**config.mk**
```make
export PLATFORM = sky130hd
export DESIGN_NAME = encode_opnd_bytes
export DESIGN_NICKNAME = d
export VERILOG_FILES = /design/src/rtl/encode_opnd_bytes.sv
export SDC_FILE = /design/constraint.sdc
export NUM_CORES = 1
export LEC_CHECK = 0
export BUFFER_PORTS_ARGS = -buffer_cell sky130_fd_sc_hd__buf_4
export CORE_AREA = 4 4 130 132
export CTS_BUF_LIST = sky130_fd_sc_hd__clkbuf_8
export DETAILED_ROUTE_END_ITERATION = 10
export DIE_AREA = 0 0 134 136
export HOLD_SLACK_MARGIN = 0.03
export PLACE_DENSITY = 0.65
export SYNTH_ARGS = -nofsm -noshare
export SYNTH_HDL_FRONTEND = slang
export SYNTH_SLANG_ARGS = --single-unit
export TNS_END_PERCENT = 20
```
**constraint.sdc**
```tcl
create_clock -name clk -period 4.35 [get_ports clk]
set_input_delay 0 -clock clk [delete_from_list [all_inputs] [get_ports clk]]
set_output_delay 0 -clock clk [all_outputs]
set_load 0.005 [all_outputs]
```
**src/rtl/encode_opnd_bytes.sv**
```systemverilog
// ---------------------------------------------------------------------------
// encode_opnd_bytes
//
// Operand-byte serializer for the x86 encode path. One request carrying the
// ModR/M, SIB, displacement and immediate fields (with their presence and
// length flags) is captured in IDLE and replayed as a valid/ready byte stream
// in architectural order: ModR/M, SIB, displacement (little-endian),
// immediate (little-endian). A one-cycle FIN state reports completion.
//
// Ports:
//   clk, rst_n            clock, asynchronous active-low reset
//   req_valid / req_ready request handshake (ready only in IDLE)
//   has_modrm, modrm      ModR/M presence flag and byte
//   has_sib, sib          SIB presence flag and byte
//   disp_len, disp        displacement byte count and value
//   imm_len, imm          immediate byte count and value
//   out_valid / out_ready output byte handshake
//   out_byte, out_last    current byte, final-byte marker
//   done, total_len       completion pulse and byte count of the request
//   err                   illegal-request pulse (coincides with done)
//
// Configuration:
//   ENCODE_OPND_CHECK_EN  when defined, requests with a disp_len outside
//                         {0,1,4}, an imm_len outside {0,1,2,4}, or a SIB
//                         without ModR/M go straight to FIN with err=1 and
//                         emit no bytes. When undefined, err is tied low
//                         and lengths 5..7 are treated as 4.
// ---------------------------------------------------------------------------
module encode_opnd_bytes (
  input  logic        clk,
  input  logic        rst_n,
  input  logic        req_valid,
  output logic        req_ready,
  input  logic        has_modrm,
  input  logic [7:0]  modrm,
  input  logic        has_sib,
  input  logic [7:0]  sib,
  input  logic [2:0]  disp_len,
  input  logic [31:0] disp,
  input  logic [2:0]  imm_len,
  input  logic [31:0] imm,
  output logic        out_valid,
  input  logic        out_ready,
  output logic [7:0]  out_byte,
  output logic        out_last,
  output logic        done,
  output logic [3:0]  total_len,
  output logic        err
);

  typedef enum logic [2:0] {
    S_IDLE  = 3'd0,
    S_MODRM = 3'd1,
    S_SIB   = 3'd2,
    S_DISP  = 3'd3,
    S_IMM   = 3'd4,
    S_FIN   = 3'd5
  } state_t;

  // Lengths above 4 saturate to 4 so the byte index never leaves the field.
  function automatic logic [2:0] clamp_len(input logic [2:0] len);
    return (len > 3'd4) ? 3'd4 : len;
  endfunction

  // First present field in architectural order; FIN when none remain.
  function automatic state_t first_field(input logic m, input logic s,
                                         input logic d, input logic i);
    if (m)      return S_MODRM;
    else if (s) return S_SIB;
    else if (d) return S_DISP;
    else if (i) return S_IMM;
    else        return S_FIN;
  endfunction

  // Little-endian byte k of a 32-bit field.
  function automatic logic [7:0] byte_of(input logic [31:0] f, input logic [2:0] k);
    case (k)
      3'd0:    return f[7:0];
      3'd1:    return f[15:8];
      3'd2:    return f[23:16];
      default: return f[31:24];
    endcase
  endfunction

  state_t      state_q, state_d;
  logic [2:0]  idx_q, idx_d;
  logic [3:0]  cnt_q, cnt_d;

  logic        has_sib_q, has_sib_d;
  logic [7:0]  modrm_q, modrm_d;
  logic [7:0]  sib_q, sib_d;
  logic [2:0]  dlen_q, dlen_d;
  logic [31:0] disp_q, disp_d;
  logic [2:0]  ilen_q, ilen_d;
  logic [31:0] imm_q, imm_d;

  logic        req_ready_q, req_ready_d;
  logic        out_valid_q, out_valid_d;
  logic [7:0]  out_byte_q, out_byte_d;
  logic        out_last_q, out_last_d;
  logic        done_q, done_d;
  logic [3:0]  total_len_q, total_len_d;

  logic        accept_s;
  logic        hs_s;
  logic        illegal_s;

  assign accept_s = req_valid && (state_q == S_IDLE);
  assign hs_s     = out_valid_q && out_ready;

`ifdef ENCODE_OPND_CHECK_EN
  logic err_q, err_d;

  // Legality of the request currently offered on the inputs.
  always_comb begin
    illegal_s = 1'b0;
    if (!((disp_len == 3'd0) || (disp_len == 3'd1) || (disp_len == 3'd4))) begin
      illegal_s = 1'b1;
    end else if (!((imm_len == 3'd0) || (imm_len == 3'd1) ||
                   (imm_len == 3'd2) || (imm_len == 3'd4))) begin
      illegal_s = 1'b1;
    end else if (has_sib && !has_modrm) begin
      illegal_s = 1'b1;
    end else begin
      illegal_s = 1'b0;
    end
  end

  // err is only raised for a request rejected at accept, so it lands in FIN.
  always_comb begin
    err_d = accept_s && illegal_s;
  end

  // Error pulse register.
  always_ff @(posedge clk or negedge rst_n) begin
    if (!rst_n) begin
      err_q <= 1'b0;
    end else begin
      err_q <= err_d;
    end
  end

  assign err = err_q;
`else
  assign illegal_s = 1'b0;
  assign err       = 1'b0;
`endif

  // State, captured request and registered outputs.
  always_ff @(posedge clk or negedge rst_n) begin
    if (!rst_n) begin
      state_q     <= S_IDLE;
      idx_q       <= 3'd0;
      cnt_q       <= 4'd0;
      has_sib_q   <= 1'b0;
      modrm_q     <= 8'd0;
      sib_q       <= 8'd0;
      dlen_q      <= 3'd0;
      disp_q      <= 32'd0;
      ilen_q      <= 3'd0;
      imm_q       <= 32'd0;
      req_ready_q <= 1'b1;
      out_valid_q <= 1'b0;
      out_byte_q  <= 8'd0;
      out_last_q  <= 1'b0;
      done_q      <= 1'b0;
      total_len_q <= 4'd0;
    end else begin
      state_q     <= state_d;
      idx_q       <= idx_d;
      cnt_q       <= cnt_d;
      has_sib_q   <= has_sib_d;
      modrm_q     <= modrm_d;
      sib_q       <= sib_d;
      dlen_q      <= dlen_d;
      disp_q      <= disp_d;
      ilen_q      <= ilen_d;
      imm_q       <= imm_d;
      req_ready_q <= req_ready_d;
      out_valid_q <= out_valid_d;
      out_byte_q  <= out_byte_d;
      out_last_q  <= out_last_d;
      done_q      <= done_d;
      total_len_q <= total_len_d;
    end
  end

  // Next state, byte index, byte counter and request capture.
  always_comb begin
    state_d   = state_q;
    idx_d     = idx_q;
    cnt_d     = cnt_q;
    has_sib_d = has_sib_q;
    modrm_d   = modrm_q;
    sib_d     = sib_q;
    dlen_d    = dlen_q;
    disp_d    = disp_q;
    ilen_d    = ilen_q;
    imm_d     = imm_q;

    if (accept_s) begin
      has_sib_d = has_sib;
      modrm_d   = modrm;
      sib_d     = sib;
      dlen_d    = clamp_len(disp_len);
      disp_d    = disp;
      ilen_d    = clamp_len(imm_len);
      imm_d     = imm;
    end else begin
      has_sib_d = has_sib_q;
    end

    if (state_q == S_FIN) begin
      cnt_d = 4'd0;
    end else if (hs_s) begin
      cnt_d = cnt_q + 4'd1;
    end else begin
      cnt_d = cnt_q;
    end

    case (state_q)
      S_IDLE: begin
        idx_d = 3'd0;
        if (accept_s) begin
          if (illegal_s) begin
            state_d = S_FIN;
          end else begin
            state_d = first_field(has_modrm, has_sib,
                                  clamp_len(disp_len) != 3'd0,
                                  clamp_len(imm_len) != 3'd0);
          end
        end else begin
          state_d = S_IDLE;
        end
      end
      S_MODRM: begin
        if (hs_s) begin
          state_d = first_field(1'b0, has_sib_q, dlen_q != 3'd0, ilen_q != 3'd0);
          idx_d   = 3'd0;
        end else begin
          state_d = S_MODRM;
        end
      end
      S_SIB: begin
        if (hs_s) begin
          state_d = first_field(1'b0, 1'b0, dlen_q != 3'd0, ilen_q != 3'd0);
          idx_d   = 3'd0;
        end else begin
          state_d = S_SIB;
        end
      end
      S_DISP: begin
        if (hs_s && (idx_q == dlen_q - 3'd1)) begin
          state_d = first_field(1'b0, 1'b0, 1'b0, ilen_q != 3'd0);
          idx_d   = 3'd0;
        end else if (hs_s) begin
          idx_d = idx_q + 3'd1;
        end else begin
          state_d = S_DISP;
        end
      end
      S_IMM: begin
        if (hs_s && (idx_q == ilen_q - 3'd1)) begin
          state_d = S_FIN;
          idx_d   = 3'd0;
        end else if (hs_s) begin
          idx_d = idx_q + 3'd1;
        end else begin
          state_d = S_IMM;
        end
      end
      S_FIN: begin
        state_d = S_IDLE;
        idx_d   = 3'd0;
      end
      default: begin
        state_d = S_IDLE;
        idx_d   = 3'd0;
      end
    endcase
  end

  // Output values for the coming cycle, derived from the next state so that
  // every output is a register. A stalled state/index reproduces the same
  // byte, which keeps out_byte/out_last stable under backpressure.
  always_comb begin
    out_valid_d = 1'b0;
    out_byte_d  = 8'd0;
    out_last_d  = 1'b0;
    case (state_d)
      S_MODRM: begin
        out_valid_d = 1'b1;
        out_byte_d  = modrm_d;
        out_last_d  = !has_sib_d && (dlen_d == 3'd0) && (ilen_d == 3'd0);
      end
      S_SIB: begin
        out_valid_d = 1'b1;
        out_byte_d  = sib_d;
        out_last_d  = (dlen_d == 3'd0) && (ilen_d == 3'd0);
      end
      S_DISP: begin
        out_valid_d = 1'b1;
        out_byte_d  = byte_of(disp_d, idx_d);
        out_last_d  = (idx_d == dlen_d - 3'd1) && (ilen_d == 3'd0);
      end
      S_IMM: begin
        out_valid_d = 1'b1;
        out_byte_d  = byte_of(imm_d, idx_d);
        out_last_d  = (idx_d == ilen_d - 3'd1);
      end
      default: begin
        out_valid_d = 1'b0;
        out_byte_d  = 8'd0;
        out_last_d  = 1'b0;
      end
    endcase
    done_d      = (state_d == S_FIN);
    total_len_d = (state_d == S_FIN) ? cnt_d : 4'd0;
    req_ready_d = (state_d == S_IDLE);
  end

  assign req_ready = req_ready_q;
  assign out_valid = out_valid_q;
  assign out_byte  = out_byte_q;
  assign out_last  = out_last_q;
  assign done      = done_q;
  assign total_len = total_len_q;

endmodule

```
=== Yosys cells after proc, flatten, opt, wreduce, memory -nomap -nowiden ===
Index checks and enable logic that the tools add are counted.

* Register bits after elaboration: 113
* Input bits: 92
* Output and inout bits: 17
* Word-level logic and storage cells: 97

* $add $sub $neg: 6
* Magnitude comparators: 2
* Eq/ne operators: 16
* Muxes and demuxes: 37
* Reduce and logical (&&, ||, !) cells: 20

{| class="wikitable"
|+ Operator list
! cell !! count
|-
| 32-bit two-way mux || 2
|-
| 3-bit two-way mux || 20
|-
| 8-bit case mux with 3 select lines || 2
|-
| 8-bit case mux with 4 select lines || 1
|-
| 8-bit two-way mux || 2
|-
| 3-bit by 2-bit equality test with 1-bit output, second input constant || 5
|-
| 3-bit zero test || 5
|-
| 3-bit case mux with 5 select lines || 1
|-
| 3-bit equality test || 4
|-
| 3-bit equality test, second input constant || 4
|-
| 4-bit two-way mux || 3
|-
| 3-bit nonzero test || 4
|-
| 3-bit by 1-bit subtractor with 3-bit output, second input constant || 4
|-
| 3-bit by 1-bit equality test with 1-bit output, second input constant || 3
|-
| 3-bit case mux with 3 select lines || 1
|-
| 1-bit logical AND || 8
|-
| 3-bit greater-than comparator, second input constant || 2
|-
| 4-bit by 1-bit adder with 4-bit output, second input constant || 1
|-
| 1-bit two-way mux || 4
|-
| 1-bit case mux with 4 select lines || 1
|-
| 4-bit OR reduction || 1
|-
| 3-bit by 1-bit adder with 3-bit output, second input constant || 1
|-
| 2-bit OR reduction || 1
|-
| 1-bit zero test || 1
|}

=== Depth between registers and ports, before layout ===
* Depth in word-level cells: 12
* Depth in mapped cells: 14
* Gate-level depth less buffers: 10

=== Worst setup path after synthesis ===
No wires, ideal clock.

* Path type: register to register
* From: register state_q[2]
* To: register out_last_q (netlist: out_last)
* Library setup time: 0.126 ns
* Data arrival time: 3.127 ns
* Data required time: 4.224 ns
* Setup slack: 1.097 ns
* Cell stages (with the launch flop): 13
* Buffers on the path: 4
* Clock period less this slack: 3.253 ns
* Cells stage by stage: dfrtp_1 > clkbuf_1 > nor4b_1 > clkbuf_1 > buf_1 > buf_1 > nand3b_1 > and2_1 > ha_1 > ha_1 > xnor2_1 > nor4b_1 > a311o_1

* Word-level cells in the longest chain between the ends: 7
* Elaborated cells between the ends (all ways): 33
* Classes of those cells: add/sub (2); eq/ne (10); mux (11); reduce/logical (10)

{| class="wikitable"
|+ Ends and longest elaborated chain
! element !! line !! source
|-
| start: declaration || 85 || <nowiki>state_t state_q, state_d;</nowiki>
|-
| start signal: assignment || 169 || <nowiki>state_q <= state_d;</nowiki>
|-
| 3-bit zero test || 108, 221 ||
|-
| 1-bit logical AND || 108 || <nowiki>assign accept_s = req_valid && (state_q == S_IDLE);</nowiki>
|-
| 3-bit two-way mux or 1-bit two-way mux (tied branches) || 201 || <nowiki>if (accept_s) begin</nowiki>
|-
| 3-bit by 1-bit subtractor with 3-bit output, or another cell as far along || 304 || <nowiki>out_last_d = (idx_d == dlen_d - 3'd1) && (ilen_d == 3'd0);</nowiki>
|-
| 3-bit equality test or 1-bit logical AND (tied branches) || 304, 294 ||
|-
| 1-bit logical AND, on equally long branches || 304, 294 ||
|-
| 1-bit case mux with 4 select lines (*) || 290 || <nowiki>case (state_d)</nowiki>
|-
| net out_last_d || 100 || <nowiki>logic out_last_q, out_last_d;</nowiki>
|-
| end signal: assignment || 182 || <nowiki>out_last_q <= out_last_d;</nowiki>
|-
| end: declaration || 100 ||
|}

The timed path passes the listed nets; every way through them passes the cells marked *.

=== Worst setup path in the final report ===
* From: register out_valid_q (netlist: out_valid)
* To: register out_byte_q[4] (netlist: out_byte[4])

* Word-level cells in the longest chain between the ends: 7
* Elaborated cells between the ends (all ways): 25
* Classes of those cells: eq/ne (6); mux (15); reduce/logical (4)

{| class="wikitable"
|+ Ends and longest elaborated chain
! element !! line !! source
|-
| start: declaration || 98 || <nowiki>logic out_valid_q, out_valid_d;</nowiki>
|-
| start signal: assignment || 180 || <nowiki>out_valid_q <= out_valid_d;</nowiki>
|-
| 1-bit logical AND (*) || 109 || <nowiki>assign hs_s = out_valid_q && out_ready;</nowiki>
|-
| 3-bit two-way mux, or another cell as far along || 256, 266 ||
|-
| 3-bit two-way mux, on equally long branches || 263, 253 ||
|-
| 3-bit case mux with 3 select lines || 221 || <nowiki>case (state_q)</nowiki>
|-
| 3-bit by 2-bit equality test with 1-bit output, or another cell as far along || 77 || <nowiki>case (k)</nowiki>
|-
| 8-bit case mux with 3 select lines || 77 ||
|-
| 8-bit case mux with 4 select lines (*) || 290 ||
|-
| net out_byte_d[4] || 99 || <nowiki>logic [7:0] out_byte_q, out_byte_d;</nowiki>
|-
| end signal: assignment || 181 || <nowiki>out_byte_q <= out_byte_d;</nowiki>
|-
| end: declaration || 99 ||
|}

Marks and branches as above.

==> metrics.md <==
| Metric | Value |
|---|---|
| Setup TNS | 0 ns |
| Fill cells | 1475 |
| CTS Root Cell | clkbuf_8 |
| ANT nets after route | 0 |
| Via count | 5053 |
| Clock Power Share | 19.7% |
| Starting Density | 35.5% |
| Multi-input logic area | 2510 µm² |
| Global-route wire length before repair | 26100 µm |
| Worst-Skew Late Latency | 0.45 ns |
| Tot GR Track Use | 18.4% |
| DR DRC count | 0 |
| Nets | 913 |
| Mapped cell area | 5580 µm² |
| Post-DP HPWL | 11200 µm |
| Syn_nets | 728 |
| Drt total wl | 16400 µm |
| CTS tree | yes |
| Final setup margin | 0.837 ns |
| Vias per std cell | 4.86 |
| Net Switching | 2090 µW |
| Count leader, synth | nand2_1 |
| Static Leak | 0.00384 µW |
| DRT Pass-1 Iters | 5 |
| Clock buffer depth | 2 |
| Worst slew pin tran | 0.863 ns |
| Crit end category | flop |
| RSZ-0062 raised after global routing | no |
| Largest net degree at the start of global routing | 66 |
| Final Hold Violating Endpoints | 0 |
| Area grow syn2layout | 39.9% |
| Max VDD drop | 0.261 mV |
| PwrDens | 647 nW/µm² |
| Critical Path RT | 4.69 ns |
| Num CTS Buffers | 17 |
| Number of DRC markers in iteration 0 | 343 |
| Clk sink count | 113 |
| Dpl ws | 0.881 ns |
| Ys flop type | dfrtp_1 |
| Max Slew Vio Count | 0 |
| Number of synthesized flops with an enable pin | 0 |
| CORE AREA | 15700 µm² |
| Outcome | completed |
| Sequential Power Share | 33.9% |
| Synth top area cells | dfrtp_1 50%, nand2_1 17%, ha_1 2.5% |
| Seq cells post-synth | 113 |
| Top cells by count, synth | 258 x nand2_1, 112 x dfrtp_1, 27 x nor2_1, 19 x clkbuf_1, 16 x nor4_1 |
| Number of max-cap violations | 0 |
| YS warnings | 0 |
| Routability cong. | 0.859 |
| Min Tclk post-route | 3.51 ns |
| Antenna diode instance count | 0 |
| Gr ovfl total | 0 |
| Achievable clock frequency | 0.285 GHz |
| IO buf count | 107 |
| Seq/Total Area, Yosys | 50.7% |
| Pint | 2960 µW |
| Share of post-route cells with drive strength above 1 | 20.7% |
| Final core occ | 49.6% |
| Syn avg cell area | 8.92 µm² |
| WL/cell | 15.8 µm |
| Initial antenna violation count | 0 |
| Post-synth ARST share | 100% |
| Chip width | 134 µm |
| Num ports | 109 |
| Post-synth cell types | 62 |
| Clk pin slew, worst setup/hold paths | 0.08 ns |
| Post-cts gate resize count | 0 |
| Seq. cell area | 2830 µm² |
| CP Max Fanout | 25 |
| Die Footprint | 18200 µm² |
| Final Skew | 0.0160 ns |
| Std cell rows | 46 |
| Post-synth top area cell | dfrtp_1 |
| Slew margin rel. | 42.5% |
| Die Span Y | 136 µm |
| Vias in the first global route | 4975 |
| Critical setup path kind | flop to flop |
| Startpoint Class | flop |
| Period utilization | 80.8% |
| Data arrival time of the worst path | 3.85 ns |
| Post-Syn Instances | 625 |
| Area share of the largest cell type after synthesis | 50.3% |
| Hold Crit Class | primary input to flop |
| Setup Viol. Count Final | 0 |
| Combinational share of power | 46.4% |
| H-tree depth | 4 |
| Sw Ratio | 41.3% |
==> layout by cell type, fill, tap and decap left out, drive strengths merged, types with 2 or more instances in the layout <==
cell,instances
o2111a,8
nand2,259
nor2,28
xor3,2
xnor2,12
o221ai,2
nand2b,4
nand4,2
ha,11
and2,4
clkinv,6
o211ai,4
nor2b,3
clkbuf,19
bufinv,2
nor4,17
nand3,5
buf,115
nor3,14
a2111o,8
a21oi,14
nand3b,3
clkinvlp,2
dfrtp,112
dlygate4sd3,86
nor4b,3
o32ai,7
o41ai,2
o21ai,13
or3,2
nor3b,3
o311ai,8
xor2,2
inv,21
==> cells by family (layout without fill, tap and decap cells) <==
kind of cell	count (synthesis)	in the layout	share of synthesized area, %
mux	1	1	0.180
fa+ha+maj	11	11	2.47
simple gates	353	353	27.2
flops	113	113	50.7
compound gates	77	77	12.0
other cells	1	1	0.0673
xor+xnor	16	16	3.10
buf+inv	53	251	4.26
==> power groups by stage <==
stage / combinational (µW) / clock, µW / sequential [µW]
after global placement: 2250 / 0 / 1720
after floorplan: 1630 / 0 / 1670
after detailed placement: 2270 / 0 / 1730
final: 2340 / 993 / 1710
after CTS: 2340 / 1010 / 1710
after global routing: 2620 / 1060 / 1770
==> path summary, 6_finish.rpt <==
| check | from | end | slack (ns) | cells after the start |
|---|---|---|---|---|
| worst min-delay path | imm_len[0] | ilen_q[0] | 0.04 | 4 |
| worst max-delay path | out_valid | out_byte[4] | 0.84 | 9 |
| min in group asynchronous | rst_n | disp_q[23] | 0.17 | 2 |
| max in group asynchronous | rst_n | imm_q[17] | 3.03 | 3 |
| worst min register to register | sib_q[4] | sib_q[4] | 0.47 | 2 |
| worst max register to register | out_valid | out_byte[4] | 0.84 | 9 |
==> critical path, stage by stage (launching register included) <==
cell,delay (ns)
dfrtp_1,0.36
and2_1,0.40
inv_2,0.17
o41ai_4,0.57
a31oi_2,0.23
nor2_2,0.48
inv_2,0.33
o32ai_1,0.39
nor4_1,0.09
a2111o_1,0.38
==> layout make-up <==
class,count,area share [%]
Clock buffer,19,3.35
Clock inverter,13,1.72
Inverter,18,0.866
Multi-Input combinational cell,459,32.2
Sequential cell,113,36.3
Tap cell,216,3.46
Timing Repair Buffer,201,22.1
==> flip-flops by register name, indices dropped and copies added, names as in the netlist, 3 cells and up <==
signal     cells
disp_q        32
imm_q         32
modrm_q        8
out_byte       8
sib_q          8
cnt_q          4
total_len      4
dlen_q         3
idx_q          3
ilen_q         3
state_q        3
==> metal layers <==
layer	up-vias	global-route usage [%]	wire length, µm
met4	0	6.74	464
li1	2476	-	-
met1	2389	23.8	7120
met2	156	29.7	7930
met5	-	0	0
met3	32	4.85	869
==> timing repair <==
action	4_1_cts	5_1_grt
hold endpoints to repair	156	0
buffers inserted	0	0
hold buffers	86	0
==> metrics by stage <==
stage	cells	hold WS (ns)	cell area [µm²]	power, µW
after floorplan	625	-0.296	5580	3300
after global placement	921	0.158	6550	3970
after detailed placement	921	0.157	6550	4000
after CTS	1039	0.0508	7800	5060
after global routing	1039	0.0611	7800	5440
final	1039	0.0400	7800	5050
No activity file was read; power rests on OpenSTA's default activity.
